### src/rtl/mac_accumulator_if.sv
// ----------------------------------------------------------------------------
// mac_accumulator_if
//
// Bundles both handshakes of the dot-product accumulator: the product stream
// coming from the multiplier and the result stream going to the next stage.
//
// Signals
//   in_valid   upstream -> acc   in_prod / in_last are valid
//   in_ready   acc -> upstream   accumulator can take a beat this cycle
//   in_prod    upstream -> acc   unsigned product, 2*bw bits
//   in_last    upstream -> acc   beat closes the current vector
//   out_valid  acc -> consumer   result register holds a finished vector
//   out_ready  consumer -> acc   consumer takes the result this cycle
//   out_acc    acc -> consumer   vector sum, 2*bw+GUARD bits, wrapping
//   out_count  acc -> consumer   beats in the vector
//   out_ovf    acc -> consumer   accumulator carried out during the vector
//   out_trunc  acc -> consumer   vector closed by length limit, not in_last
//
// Modports
//   master  environment side (drives the product stream, consumes results)
//   slave   accumulator side
// ----------------------------------------------------------------------------
interface mac_accumulator_if #(
    parameter int bw     = 16,
    parameter int GUARD  = 8,
    parameter int MAXLEN = 256
);
    localparam int PW = 2 * bw;
    localparam int AW = PW + GUARD;
    localparam int CW = $clog2(MAXLEN) + 1;

    logic          in_valid;
    logic          in_ready;
    logic [PW-1:0] in_prod;
    logic          in_last;

    logic          out_valid;
    logic          out_ready;
    logic [AW-1:0] out_acc;
    logic [CW-1:0] out_count;
    logic          out_ovf;
    logic          out_trunc;

    modport master (
        output in_valid, in_prod, in_last, out_ready,
        input  in_ready, out_valid, out_acc, out_count, out_ovf, out_trunc
    );

    modport slave (
        input  in_valid, in_prod, in_last, out_ready,
        output in_ready, out_valid, out_acc, out_count, out_ovf, out_trunc
    );
endinterface

### src/rtl/mac_accumulator.sv
// ----------------------------------------------------------------------------
// mac_accumulator
//
// Sums vectors of unsigned products (dot products) arriving from the
// pipelined multiplier. Each finished vector is parked in a one-entry result
// register that the next stage drains through its own valid/ready handshake.
// A new vector may accumulate while the previous result waits; only when the
// result register is full and not being drained is the input stalled.
//
// Ports
//   CLK     clock, all state changes on the rising edge
//   RESETn  asynchronous active-low reset
//   bus     mac_accumulator_if.slave (product stream in, result stream out)
//
// Parameters
//   bw      operand width of the upstream multiplier (product is 2*bw bits)
//   GUARD   extra accumulator MSBs above the product width
//   MAXLEN  maximum beats per vector (>= 2); reaching it closes the vector
// ----------------------------------------------------------------------------
module mac_accumulator #(
    parameter int bw     = 16,
    parameter int GUARD  = 8,
    parameter int MAXLEN = 256
) (
    input  logic              CLK,
    input  logic              RESETn,
    mac_accumulator_if.slave  bus
);

    localparam int PW = 2 * bw;
    localparam int AW = PW + GUARD;
    localparam int CW = $clog2(MAXLEN) + 1;

    localparam logic [CW-1:0] MAXLEN_C = CW'(MAXLEN);

    typedef enum logic {
        S_IDLE = 1'b0,   // no vector open
        S_ACC  = 1'b1    // vector open, accumulating
    } state_e;

    // ------------------------------------------------------------------
    // State
    // ------------------------------------------------------------------
    state_e        state_q, state_d;

    logic [AW-1:0] acc_q, acc_d;
    logic [CW-1:0] cnt_q, cnt_d;
    logic          ovf_q, ovf_d;

    logic          out_valid_q, out_valid_d;
    logic [AW-1:0] out_acc_q, out_acc_d;
    logic [CW-1:0] out_count_q, out_count_d;
    logic          out_ovf_q, out_ovf_d;
    logic          out_trunc_q, out_trunc_d;

    // ------------------------------------------------------------------
    // Handshake
    // ------------------------------------------------------------------
    logic in_ready;
    logic accept;

    // Ready looks only at the result register and out_ready: a full result
    // register that is being drained this cycle frees its slot in time for a
    // closing beat to reload it on the same edge.
    assign in_ready = !(out_valid_q && !bus.out_ready);
    assign accept   = bus.in_valid && in_ready;

    // ------------------------------------------------------------------
    // FSM output logic: the running values a new beat builds on.
    // In IDLE a beat starts from zero, so a fresh vector and a continuing
    // one share the same adder and the carry of a first beat is always 0.
    // ------------------------------------------------------------------
    logic [AW-1:0] acc_base;
    logic [CW-1:0] cnt_base;
    logic          ovf_base;

    always_comb begin
        // NOTE: every signal assigned in a combinational block gets a
        // default first; a path that skips an assignment infers a latch.
        acc_base = '0;
        cnt_base = '0;
        ovf_base = 1'b0;
        case (state_q)
            S_ACC: begin
                acc_base = acc_q;
                cnt_base = cnt_q;
                ovf_base = ovf_q;
            end
            default: ;
        endcase
    end

    // ------------------------------------------------------------------
    // Datapath for the beat being offered this cycle
    // ------------------------------------------------------------------
    logic [AW:0]   sum;        // one extra bit to catch the carry out
    logic [CW-1:0] cnt_inc;
    logic          ovf_inc;
    logic          hit_max;
    logic          closing;

    assign sum     = {1'b0, acc_base} + (AW+1)'(bus.in_prod);
    assign cnt_inc = cnt_base + CW'(1);
    assign ovf_inc = ovf_base | sum[AW];

    // Beat number MAXLEN closes the vector even without in_last.
    assign hit_max = (cnt_inc == MAXLEN_C);
    assign closing = bus.in_last || hit_max;

    // ------------------------------------------------------------------
    // FSM next-state logic
    // ------------------------------------------------------------------
    always_comb begin
        state_d = state_q;
        case (state_q)
            S_IDLE:  if (accept && !closing) state_d = S_ACC;
            S_ACC:   if (accept && closing)  state_d = S_IDLE;
            default: state_d = S_IDLE;
        endcase
    end

    // ------------------------------------------------------------------
    // Accumulator next state. After a closing beat acc/cnt/ovf keep stale
    // values; the IDLE base above masks them for the next vector.
    // ------------------------------------------------------------------
    always_comb begin
        acc_d = acc_q;
        cnt_d = cnt_q;
        ovf_d = ovf_q;
        if (accept) begin
            acc_d = sum[AW-1:0];
            cnt_d = cnt_inc;
            ovf_d = ovf_inc;
        end
    end

    // ------------------------------------------------------------------
    // Result register next state. A closing beat wins over a drain in the
    // same cycle, so back-to-back vectors keep out_valid high.
    // ------------------------------------------------------------------
    always_comb begin
        out_valid_d = out_valid_q;
        out_acc_d   = out_acc_q;
        out_count_d = out_count_q;
        out_ovf_d   = out_ovf_q;
        out_trunc_d = out_trunc_q;

        if (out_valid_q && bus.out_ready) begin
            out_valid_d = 1'b0;
        end

        if (accept && closing) begin
            out_valid_d = 1'b1;
            out_acc_d   = sum[AW-1:0];
            out_count_d = cnt_inc;
            out_ovf_d   = ovf_inc;
            out_trunc_d = !bus.in_last;
        end
    end

    // ------------------------------------------------------------------
    // Registers
    // ------------------------------------------------------------------
    always_ff @(posedge CLK or negedge RESETn) begin
        // NOTE: sequential state uses non-blocking assignments so every
        // register samples the pre-edge values, independent of block order.
        if (!RESETn) begin
            state_q     <= S_IDLE;
            acc_q       <= '0;
            cnt_q       <= '0;
            ovf_q       <= 1'b0;
            out_valid_q <= 1'b0;
            out_acc_q   <= '0;
            out_count_q <= '0;
            out_ovf_q   <= 1'b0;
            out_trunc_q <= 1'b0;
        end else begin
            state_q     <= state_d;
            acc_q       <= acc_d;
            cnt_q       <= cnt_d;
            ovf_q       <= ovf_d;
            out_valid_q <= out_valid_d;
            out_acc_q   <= out_acc_d;
            out_count_q <= out_count_d;
            out_ovf_q   <= out_ovf_d;
            out_trunc_q <= out_trunc_d;
        end
    end

    // ------------------------------------------------------------------
    // Outputs
    // ------------------------------------------------------------------
    assign bus.in_ready  = in_ready;
    assign bus.out_valid = out_valid_q;
    assign bus.out_acc   = out_acc_q;
    assign bus.out_count = out_count_q;
    assign bus.out_ovf   = out_ovf_q;
    assign bus.out_trunc = out_trunc_q;

endmodule

### src/flat_wrapper.sv
// flat-port wrapper written by rule: the top's interface ports become plain ports
module mac_accumulator_flat 
#(
    parameter int bw     = 16,
    parameter int GUARD  = 8,
    parameter int MAXLEN = 256
)
  (CLK, RESETn, bus_in_valid, bus_in_prod, bus_in_last, bus_out_ready, bus_in_ready, bus_out_valid, bus_out_acc, bus_out_count, bus_out_ovf, bus_out_trunc);
  mac_accumulator_if #(.bw(bw), .GUARD(GUARD), .MAXLEN(MAXLEN)) bus_i ();
  input  logic CLK;
  input  logic RESETn;
  input wire logic [$bits(bus_i.in_valid)-1:0] bus_in_valid;
  input wire logic [$bits(bus_i.in_prod)-1:0] bus_in_prod;
  input wire logic [$bits(bus_i.in_last)-1:0] bus_in_last;
  input wire logic [$bits(bus_i.out_ready)-1:0] bus_out_ready;
  output wire logic [$bits(bus_i.in_ready)-1:0] bus_in_ready;
  output wire logic [$bits(bus_i.out_valid)-1:0] bus_out_valid;
  output wire logic [$bits(bus_i.out_acc)-1:0] bus_out_acc;
  output wire logic [$bits(bus_i.out_count)-1:0] bus_out_count;
  output wire logic [$bits(bus_i.out_ovf)-1:0] bus_out_ovf;
  output wire logic [$bits(bus_i.out_trunc)-1:0] bus_out_trunc;
  assign bus_i.in_valid = bus_in_valid;
  assign bus_i.in_prod = bus_in_prod;
  assign bus_i.in_last = bus_in_last;
  assign bus_i.out_ready = bus_out_ready;
  assign bus_in_ready = bus_i.in_ready;
  assign bus_out_valid = bus_i.out_valid;
  assign bus_out_acc = bus_i.out_acc;
  assign bus_out_count = bus_i.out_count;
  assign bus_out_ovf = bus_i.out_ovf;
  assign bus_out_trunc = bus_i.out_trunc;
  mac_accumulator #(.bw(bw), .GUARD(GUARD), .MAXLEN(MAXLEN)) u_core (.CLK(CLK), .RESETn(RESETn), .bus(bus_i));
endmodule
### config.mk
export PLATFORM = sky130hd
export DESIGN_NAME = mac_accumulator_flat
export DESIGN_NICKNAME = d
export VERILOG_FILES = /design/src/rtl/mac_accumulator_if.sv /design/src/rtl/mac_accumulator.sv /design/src/flat_wrapper.sv
export SDC_FILE = /design/constraint.sdc
export NUM_CORES = 1
export LEC_CHECK = 0
export CAP_MARGIN = 20
export CORE_MARGIN = 1.5
export CORE_UTILIZATION = 41
export DETAILED_ROUTE_END_ITERATION = 8
export PLACE_DENSITY = 0.72
export SYNTH_ARGS = -nofsm -noshare
export SYNTH_HDL_FRONTEND = slang
export SYNTH_SLANG_ARGS = --single-unit
export TNS_END_PERCENT = 10
### constraint.sdc
create_clock -name CLK -period 4.2 [get_ports CLK]
set_input_delay 1.26 -clock CLK [delete_from_list [all_inputs] [get_ports CLK]]
set_output_delay 1.26 -clock CLK [all_outputs]
set_load 0.01 [all_outputs]
==> results.json, run 1 <==
{
  "status": "finished, final reports clean",
  "cp.buffers_inverters": 2,
  "min-delay-path-class": "register to register",
  "synth_edf_count": 0,
  "syn-num-nets": 861,
  "final_common_cell": "nand2_1",
  "synth_cells": 789,
  "h-tree-depth": 3,
  "post_cts_resized": 0,
  "utilization": 0.509,
  "required_ps": 4440,
  "antenna_found_initial": 0,
  "fin_nets": 952,
  "routed-via-count": 6125,
  "worstSetupStartpoint": "bus_in_prod[9]",
  "worst-path-stages": 10,
  "grt_use_total": 0.211,
  "fin_crit_sh": 0.928,
  "dr.pass1.iters": 5,
  "hold_viol": 0,
  "wirelength_um": 17900,
  "max_freq_mhz": 257,
  "crit_path_end_kind": "register",
  "critPathArrivalTime_ps": 4140,
  "async_flop_share": 1.00,
  "die_area_sq_um": 17400,
  "drive_above_1_share": 0.107,
  "crit_family": "simple AND/OR/NAND/NOR gates",
  "crit_chain": "clkdlybuf4s50_1, ha_1, and4_1, and2_2, a211oi_1, a21oi_1, buf_4, nor3_1, nor4bb_1, nand3b_1",
  "syn_to_final_growth_pct": 22.3,
  "setup_tns_ps": 0,
  "grt_pass1_wl_um": 29700,
  "ir_drop_uv": 420,
  "relSlewSlack": 0.439,
  "postRouteAntennaNets": 0,
  "worstSetupPathType": "input pin to register",
  "ys_ff_latch": 103,
  "clockRootBuffer": "clkbuf_16",
  "cts_buffers": 9,
  "grt_max_degree": 52,
  "p_per_area_nw_per_um2": 609,
  "worst_pin_slew_ps": 839,
  "fin_skew_ps": 10.8,
  "hpwl_um": 13100,
  "grt_pass1_vias": 5915,
  "ios": 90,
  "ys_seq_area_frac": 0.377,
  "cts_setup_buffers": 0,
  "setup.worst_path.end": "u_core.acc_q[27]$_DFFE_PN0P_",
  "fillers": 1530,
  "syn_area_sq_um": 6830,
  "die_y_um": 132,
  "cts_tree": "done",
  "cp_slowest_cell": "nor3_1",
  "grt_overflow_total": 0,
  "die_w_um": 132,
  "yosysWarningCount": 0,
  "port_buffers": 89,
  "rows": 47,
  "drcViolationCount": 0,
  "critPathMaxFanout": 8,
  "via_per_inst": 5.54,
  "syn_area_per_cell_sq_um": 8.66,
  "power_leakage_nw": 3.65,
  "finalSetupViolCount": 0,
  "insertion_delay_ps": 360,
  "r2r_cells": 11,
  "max_cap_viol_count": 0,
  "slowest_delay_ps": 670,
  "min_from": "u_core.bus.out_count[1]$_DFFE_PN0P_",
  "final_cell_mix": "nand2_1, dfrtp_1, clkdlybuf4s50_1",
  "r2r_end": "u_core.acc_q[27]$_DFFE_PN0P_",
  "initial_utilization": 0.416,
  "coreArea_sq_um": 16400,
  "rsz0062_at_grt": "no",
  "diodes": 0,
  "wl_per_cell_um": 16.2,
  "cts_buffer_depth": 2,
  "path_clk_slew_ps": 80,
  "place.gp.congestion": 0.899,
  "slew_violations": 0,
  "finalCriticalPeriod_ps": 3900,
  "drtIter0Drc": 444,
  "cp-start-kind": "input pin",
  "cts_hold_buf": 0,
  "r2r_slack_ps": 670,
  "ys_types": 81,
  "clock_sinks": 103,
  "synthFlopType": "dfrtp_1"
}
[layer usage]
metal / part of all wire / global-route usage / vias up / wire length [um]
li1: - / - / 3017 / -
met1: 0.48 / 0.288 / 2954 / 8570
met2: 0.47 / 0.343 / 140 / 8350
met3: 0.042 / 0.0431 / 14 / 750
met4: 0.013 / 0.0556 / 0 / 234
met5: 0 / 0 / - / 0
[cell type report]
cell class | instances | area [sq um] | share of cell area
repair buffers | 122 | 1150 | 0.137
flip-flops and latches | 103 | 2580 | 0.308
inverters | 16 | 60.1 | 0.00718
clock inverters | 6 | 70.1 | 0.00838
well taps | 220 | 275 | 0.0329
multi-input cells | 628 | 4000 | 0.478
clock buffers | 10 | 229 | 0.0274
[sequential cells by signal (all words and copies together) (netlist names), named ones only]
register,cells
u_core.bus.out_valid,1
u_core.bus.out_count,9
u_core.bus.out_acc,40
u_core.bus.out_trunc,1
u_core.acc_q,40
u_core.cnt_q,9
u_core.ovf_q,1
u_core.bus.out_ovf,1
[kinds of logic (layout without fill, tap and decap cells)]
logic type / after synthesis / count (layout) / synth area share
compound gates: 208 / 208 / 0.207
simple gates: 333 / 333 / 0.235
buf+inv: 58 / 154 / 0.0405
xor+xnor: 29 / 29 / 0.0372
mux: 23 / 23 / 0.0377
flops: 103 / 103 / 0.377
fa+ha+maj: 35 / 35 / 0.0652
[how the worst min path moves through the flow]
stage                                           to  slack (ps)  cells past startpoint
6_report       u_core.bus.out_count[1]$_DFFE_PN0P_         470                      2
5_1_grt          u_core.bus.out_acc[4]$_DFFE_PN0P_         500                      2
4_1_cts               u_core.acc_q[14]$_DFFE_PN0P_         470                      2
3_5_place_dp          u_core.acc_q[14]$_DFFE_PN0P_         450                      2
3_3_place_gp   u_core.bus.out_count[1]$_DFFE_PN0P_         450                      2
2_1_floorplan          u_core.acc_q[0]$_DFFE_PN0P_         440                      2
[cell usage after synthesis, drive strengths merged (11+ instances only)]
library cell / n / area, sq um
a31oi: 13 / 81.3
o21ai: 44 / 220
nand4: 11 / 68.8
clkbuf: 30 / 144
buf: 11 / 62.6
xnor2: 15 / 131
and2: 41 / 260
ha: 34 / 425
xor2: 14 / 123
mux2: 22 / 248
o21a: 11 / 82.6
nand2: 153 / 577
a21o: 21 / 160
a21oi: 41 / 205
inv: 15 / 56.3
nand3: 27 / 140
dfrtp: 103 / 2580
nor3: 16 / 80.1
nor2: 37 / 139
[metrics by stage]
step	worst slack, ps	hold WS (ps)	cell area, sq um	power, mW	std cells
floorplan	609	438	6830	3.26	789
global placement	38.6	451	8060	4.17	1089
detailed placement	-41.5	454	8060	4.23	1089
CTS	316	471	8360	5.11	1105
global route	104	496	8360	5.46	1105
finish	302	466	8360	5.09	1105
[report_power, final]
part | leakage, nW | total (mW) | switching (mW) | internal [mW]
Clock | 0.135 | 0.862 | 0.397 | 0.466
Combinational | 2.24 | 2.62 | 1.37 | 1.25
Sequential | 1.27 | 1.61 | 0.237 | 1.37
[worst reg2reg max path: cells and delay by family, from the launching register on]
| family | cells | cell delay (ps) |
|---|---|---|
| buf+inv | 2 | 420 |
| compound gates | 2 | 480 |
| simple gates | 6 | 1610 |
| fa+ha+maj | 1 | 290 |
| flops | 1 | 600 |
Note: power is estimated with default switching activity, not from simulation.
==> inputs of run 2 (changes only) <==
==> constraint.sdc (replaced) <==
create_clock -name CLK -period 3.81 [get_ports CLK]
set_input_delay 1.143 -clock CLK [delete_from_list [all_inputs] [get_ports CLK]]
set_output_delay 1.143 -clock CLK [all_outputs]
set_load 0.01 [all_outputs]
==> run 2 against run 1 <==
Register-to-register slack worse by 370 ps. Sequential share of layout area down 1.1 points. Clock power is 11% higher. Power increased by 14%. Non-clock buffer count rose by 39. Critical path depth grew 1.
==> results.json, run 2 (synthesis results as in run 1) <==
{
  "cts_buffers": 9,
  "h-tree-depth": 3,
  "p_per_area_nw_per_um2": 668,
  "dpl-instance-area_sq_um": 8380,
  "grt_pass1_wl_um": 30000,
  "grt_max_degree": 63,
  "drtIter0Drc": 506,
  "ir_drop_uv": 372,
  "worst_pin_slew_ps": 813,
  "rsz0062_at_grt": "no",
  "final_common_cell": "nand2_1",
  "r2r_cells": 10,
  "drive_above_1_share": 0.146,
  "grt_use_total": 0.214,
  "cts_setup_buffers": 0,
  "fin_crit_sh": 0.956,
  "setup_tns_ps": 0,
  "port_buffers": 89,
  "r2r_slack_ps": 300,
  "drcViolationCount": 0,
  "r2r_end": "u_core.bus.out_acc[34]$_DFFE_PN0P_",
  "die_y_um": 132,
  "relSlewSlack": 0.454,
  "hold_viol": 0,
  "final_cell_mix": "nand2_1, dfrtp_1, clkdlybuf4s50_1",
  "required_ps": 4100,
  "slew_violations": 0,
  "min_from": "u_core.bus.out_acc[1]$_DFFE_PN0P_",
  "path_clk_slew_ps": 80,
  "routed-via-count": 6232,
  "die_area_sq_um": 17400,
  "via_per_inst": 5.45,
  "crit_path_end_kind": "register",
  "post_cts_resized": 0,
  "fin_nets": 991,
  "rows": 47,
  "max_cap_viol_count": 0,
  "hpwl_um": 13300,
  "finalSetupViolCount": 0,
  "dr.pass1.iters": 5,
  "crit_family": "compound AO/OA/AOI/OAI gates",
  "critPathMaxFanout": 4,
  "worst-path-stages": 11,
  "critPathArrivalTime_ps": 3940,
  "cp.buffers_inverters": 2,
  "diodes": 0,
  "cp_slowest_cell": "or4_1",
  "wl_per_cell_um": 15.8,
  "finalCriticalPeriod_ps": 3640,
  "grt_overflow_total": 0,
  "hold-path-endpoint": "u_core.bus.out_acc[1]$_DFFE_PN0P_",
  "power_leakage_nw": 3.86,
  "place.gp.congestion": 0.882,
  "cts_hold_buf": 0,
  "clock_sinks": 103,
  "grt_pass1_vias": 6021,
  "insertion_delay_ps": 360,
  "stdcell_area_sq_um": 8680,
  "slowest_delay_ps": 470,
  "fin_skew_ps": 9.43,
  "worstSetupPathType": "input pin to register",
  "wirelength_um": 18100,
  "dr_wl_met2_um": 8250,
  "hold_depth": 2,
  "cts_tree": "done",
  "highest_layer": "met4",
  "ios": 90,
  "status": "finished, final reports clean",
  "clockRootBuffer": "clkbuf_16",
  "initial_utilization": 0.416,
  "coreArea_sq_um": 16400,
  "syn_to_final_growth_pct": 27.0,
  "max_freq_mhz": 275,
  "cp-start-kind": "input pin",
  "min-delay-path-class": "register to register",
  "die_w_um": 132,
  "wl_met1_um": 8680,
  "postRouteAntennaNets": 0,
  "met3WireLength_um": 778,
  "cts_buffer_depth": 2,
  "crit_chain": "clkdlybuf4s50_1, ha_1, fa_1, a21o_1, a211oi_2, buf_4, o22a_2, o211ai_1, o21ba_2, or4_1, nand3_1",
  "antenna_found_initial": 0
}
## run 2: cell count changes in the layout (fill, tap and decap cells not counted), sizes merged
cell,previous run,this run
buf,34,73
clkinvlp,3,0
inv,16,19
bufinv,1,0
clkbuf,10,11
## run 2: power breakdown
| part | total [mW] | switching [mW] | internal [mW] |
|---|---|---|---|
| Sequential | 1.77 | 0.265 | 1.51 |
| Clock | 0.958 | 0.465 | 0.493 |
| Combinational | 3.07 | 1.54 | 1.53 |
## run 2: per-stage QoR
stage	hold WS (ps)	std cells	setup slack, ps	util	total power [mW]
2_1_floorplan	438	789	323	-	3.60
3_3_place_gp	451	1128	-172	0.511	4.78
3_5_place_dp	455	1128	-215	0.511	4.84
4_1_cts	472	1144	129	0.529	5.82
5_1_grt	498	1144	28.1	0.529	6.23
6_report	470	1144	168	0.529	5.80
## run 2: area by class of cell
cell class / count / area, sq um
fillers: 1506 / 7730
multi-input cells: 628 / 4000
flip-flops and latches: 103 / 2580
repair buffers: 161 / 1470
well taps: 220 / 275
clock buffers: 11 / 253
inverters: 16 / 60.1
clock inverters: 5 / 46.3
## run 2: worst max-delay path by stage
stage | from | to | slack, ps
6_report | bus_in_prod[0] | u_core.bus.out_acc[34]$_DFFE_PN0P_ | 170
5_1_grt | bus_in_prod[11] | u_core.acc_q[25]$_DFFE_PN0P_ | 30
4_1_cts | bus_in_prod[11] | u_core.bus.out_acc[39]$_DFFE_PN0P_ | 130
3_5_place_dp | bus_in_prod[11] | u_core.bus.out_acc[39]$_DFFE_PN0P_ | -210
3_3_place_gp | bus_in_prod[11] | u_core.bus.out_acc[39]$_DFFE_PN0P_ | -170
2_1_floorplan | register | u_core.bus.out_acc[34]$_DFFE_PN0P_ | 320
## run 2: layer usage
layer	GRT usage	up-vias
met4	0.0846	0
met5	0	-
met3	0.0261	25
li1	-	3096
met2	0.339	178
met1	0.298	2933
## run 2: tightest hold or removal path, delay by kind of cell (launching register included)
| family | cells | cell delay [ps] |
|---|---|---|
| AND/OR/NAND/NOR | 2 | 90 |
| flip-flops | 1 | 350 |
==> inputs of run 3 (changes only) <==
--- a/config.mk
+++ b/config.mk
@@ -6,7 +6,7 @@
 export NUM_CORES = 1
 export LEC_CHECK = 0
 export CAP_MARGIN = 20
-export CORE_MARGIN = 1.5
+export CORE_MARGIN = 8
 export CORE_UTILIZATION = 41
 export DETAILED_ROUTE_END_ITERATION = 8
 export PLACE_DENSITY = 0.72
==> run 3 against run 2 <==
Clock power is 3.5% higher. Non-clock buffer count is 1 higher. Global-route usage is 3.5 points lower. Critical path depth stayed put. Via count is 0.27% higher. Critical path type unchanged.
==> results.json, run 3 (synthesis results as in run 1) <==
{
  "rsz0062_at_grt": "no",
  "crit_path_end_kind": "register",
  "utilization": 0.527,
  "grt_max_degree": 67,
  "clock_sinks": 103,
  "dpl-instance-area_sq_um": 8370,
  "insertion_delay_ps": 360,
  "hpwl_um": 14000,
  "fillers": 1558,
  "die_w_um": 145,
  "dp_slack_ps": -227,
  "finalSetupViolCount": 0,
  "clockRootBuffer": "clkbuf_16",
  "fin_nets": 992,
  "grt_use_total": 0.179,
  "slowest_delay_ps": 420,
  "cts_hold_buf": 0,
  "crit_family": "compound AO/OA/AOI/OAI gates",
  "internal_power_mw": 3.57,
  "grt_overflow_total": 0,
  "timing.hold.ws_ps": 467,
  "p_per_area_nw_per_um2": 673,
  "cts_buffers": 9,
  "drive_above_1_share": 0.147,
  "routed-via-count": 6249,
  "cp-start-kind": "input pin",
  "drtIter0Drc": 437,
  "finalWorstSetupSlack_ps": 162,
  "critPathMaxFanout": 6,
  "cts_buffer_depth": 2,
  "stdcell_area_sq_um": 8680,
  "finalCriticalPeriod_ps": 3650,
  "syn_to_final_growth_pct": 27.1,
  "switching_share": 0.389,
  "die_y_um": 145,
  "r2r_cells": 12,
  "cts_tree": "done",
  "dr.pass1.iters": 7,
  "worst_pin_slew_ps": 641,
  "r2r_end": "u_core.bus.out_acc[33]$_DFFE_PN0P_",
  "critPathArrivalTime_ps": 3890,
  "required_ps": 4050,
  "path_clk_slew_ps": 80,
  "rows": 47,
  "power_leakage_nw": 3.86,
  "grt_pass1_wl_um": 31400,
  "max_freq_mhz": 274,
  "via_per_inst": 5.46,
  "setup_tns_ps": 0,
  "p_seq_frac": 0.304,
  "ir_drop_uv": 385,
  "wirelength_um": 18700,
  "diodes": 0,
  "hold-path-endpoint": "u_core.bus.out_acc[1]$_DFFE_PN0P_",
  "cts_setup_buffers": 0,
  "final_common_cell": "nand2_1",
  "fin_crit_sh": 0.958,
  "drcViolationCount": 0,
  "postRouteAntennaNets": 0,
  "status": "finished, final reports clean",
  "post_cts_resized": 0,
  "min-delay-path-class": "register to register",
  "p_sw_mw": 2.27,
  "final_cell_mix": "nand2_1, dfrtp_1, clkdlybuf4s50_1",
  "wl_per_cell_um": 16.3,
  "pwr-share-comb": 0.526,
  "dpl.cell_count": 1129,
  "min_from": "u_core.bus.out_acc[1]$_DFFE_PN0P_",
  "place.gp.congestion": 0.897,
  "relSlewSlack": 0.566,
  "finalPower_mw": 5.84,
  "coreArea_sq_um": 16500,
  "p_clk_frac": 0.170,
  "ios": 90,
  "max_cap_viol_count": 0,
  "fin_skew_ps": 8.47,
  "stdcell_count": 1145,
  "port_buffers": 89,
  "worstSetupPathType": "input pin to register",
  "r2r_slack_ps": 330,
  "hold_depth": 2,
  "initial_utilization": 0.415,
  "crit_chain": "clkdlybuf4s50_1, ha_1, fa_1, a21o_1, a211oi_2, buf_4, o22a_2, o211ai_1, o21bai_1, nand2_1, a221o_1",
  "grt_pass1_vias": 6269,
  "slew_violations": 0,
  "antenna_found_initial": 0,
  "die_area_sq_um": 21100,
  "cp_slowest_cell": "clkdlybuf4s50_1",
  "cp.buffers_inverters": 2,
  "h-tree-depth": 3,
  "hold_viol": 0
}
run 3: layout make-up:
cell class	instances	area, sq um	share of cell area
clock buffer	10	239	0.0275
clock inverter	6	72.6	0.00836
inverter	16	60.1	0.00692
multi-input combinational	628	4000	0.460
sequential	103	2580	0.297
tap	220	275	0.0317
timing repair buffer	162	1460	0.168
run 3: worst max-delay path by stage:
| stage | slack (ps) | cells past startpoint | start | endpoint |
|---|---|---|---|---|
| floorplan | 320 | 14 | register | u_core.bus.out_acc[34]$_DFFE_PN0P_ |
| global placement | -150 | 11 | bus_in_prod[0] | u_core.acc_q[32]$_DFFE_PN0P_ |
| detailed placement | -230 | 11 | bus_in_prod[0] | u_core.acc_q[32]$_DFFE_PN0P_ |
| CTS | 150 | 11 | bus_in_prod[0] | u_core.acc_q[32]$_DFFE_PN0P_ |
| global route | 20 | 12 | register | u_core.bus.out_acc[33]$_DFFE_PN0P_ |
| finish | 160 | 11 | bus_in_prod[0] | u_core.acc_q[32]$_DFFE_PN0P_ |
run 3: power by group through the flow:
stage          Clock (mW)  Sequential (mW)  Combinational [mW]
6_report            0.992             1.78                3.07
5_1_grt              1.06             1.84                3.39
4_1_cts              1.02             1.78                3.08
3_5_place_dp            0             1.79                3.06
3_3_place_gp            0             1.78                3.02
2_1_floorplan           0             1.81                1.79
run 3: metal layers:
layer	share of wire	GRT usage	vias up
met5	0	0	-
li1	-	-	3096
met2	0.47	0.298	146
met1	0.47	0.231	2984
met3	0.040	0.0358	23
met4	0.018	0.0531	0
run 3: worst reg2reg max path, delay by kind of cell, from the launching register on:
family	cells	cell delay, ps
AND/OR/NAND/NOR	6	1020
flip-flops	1	660
adder cells (fa/ha/maj)	1	300
AO/OA/AOI/OAI	2	590
buffers and inverters	3	800
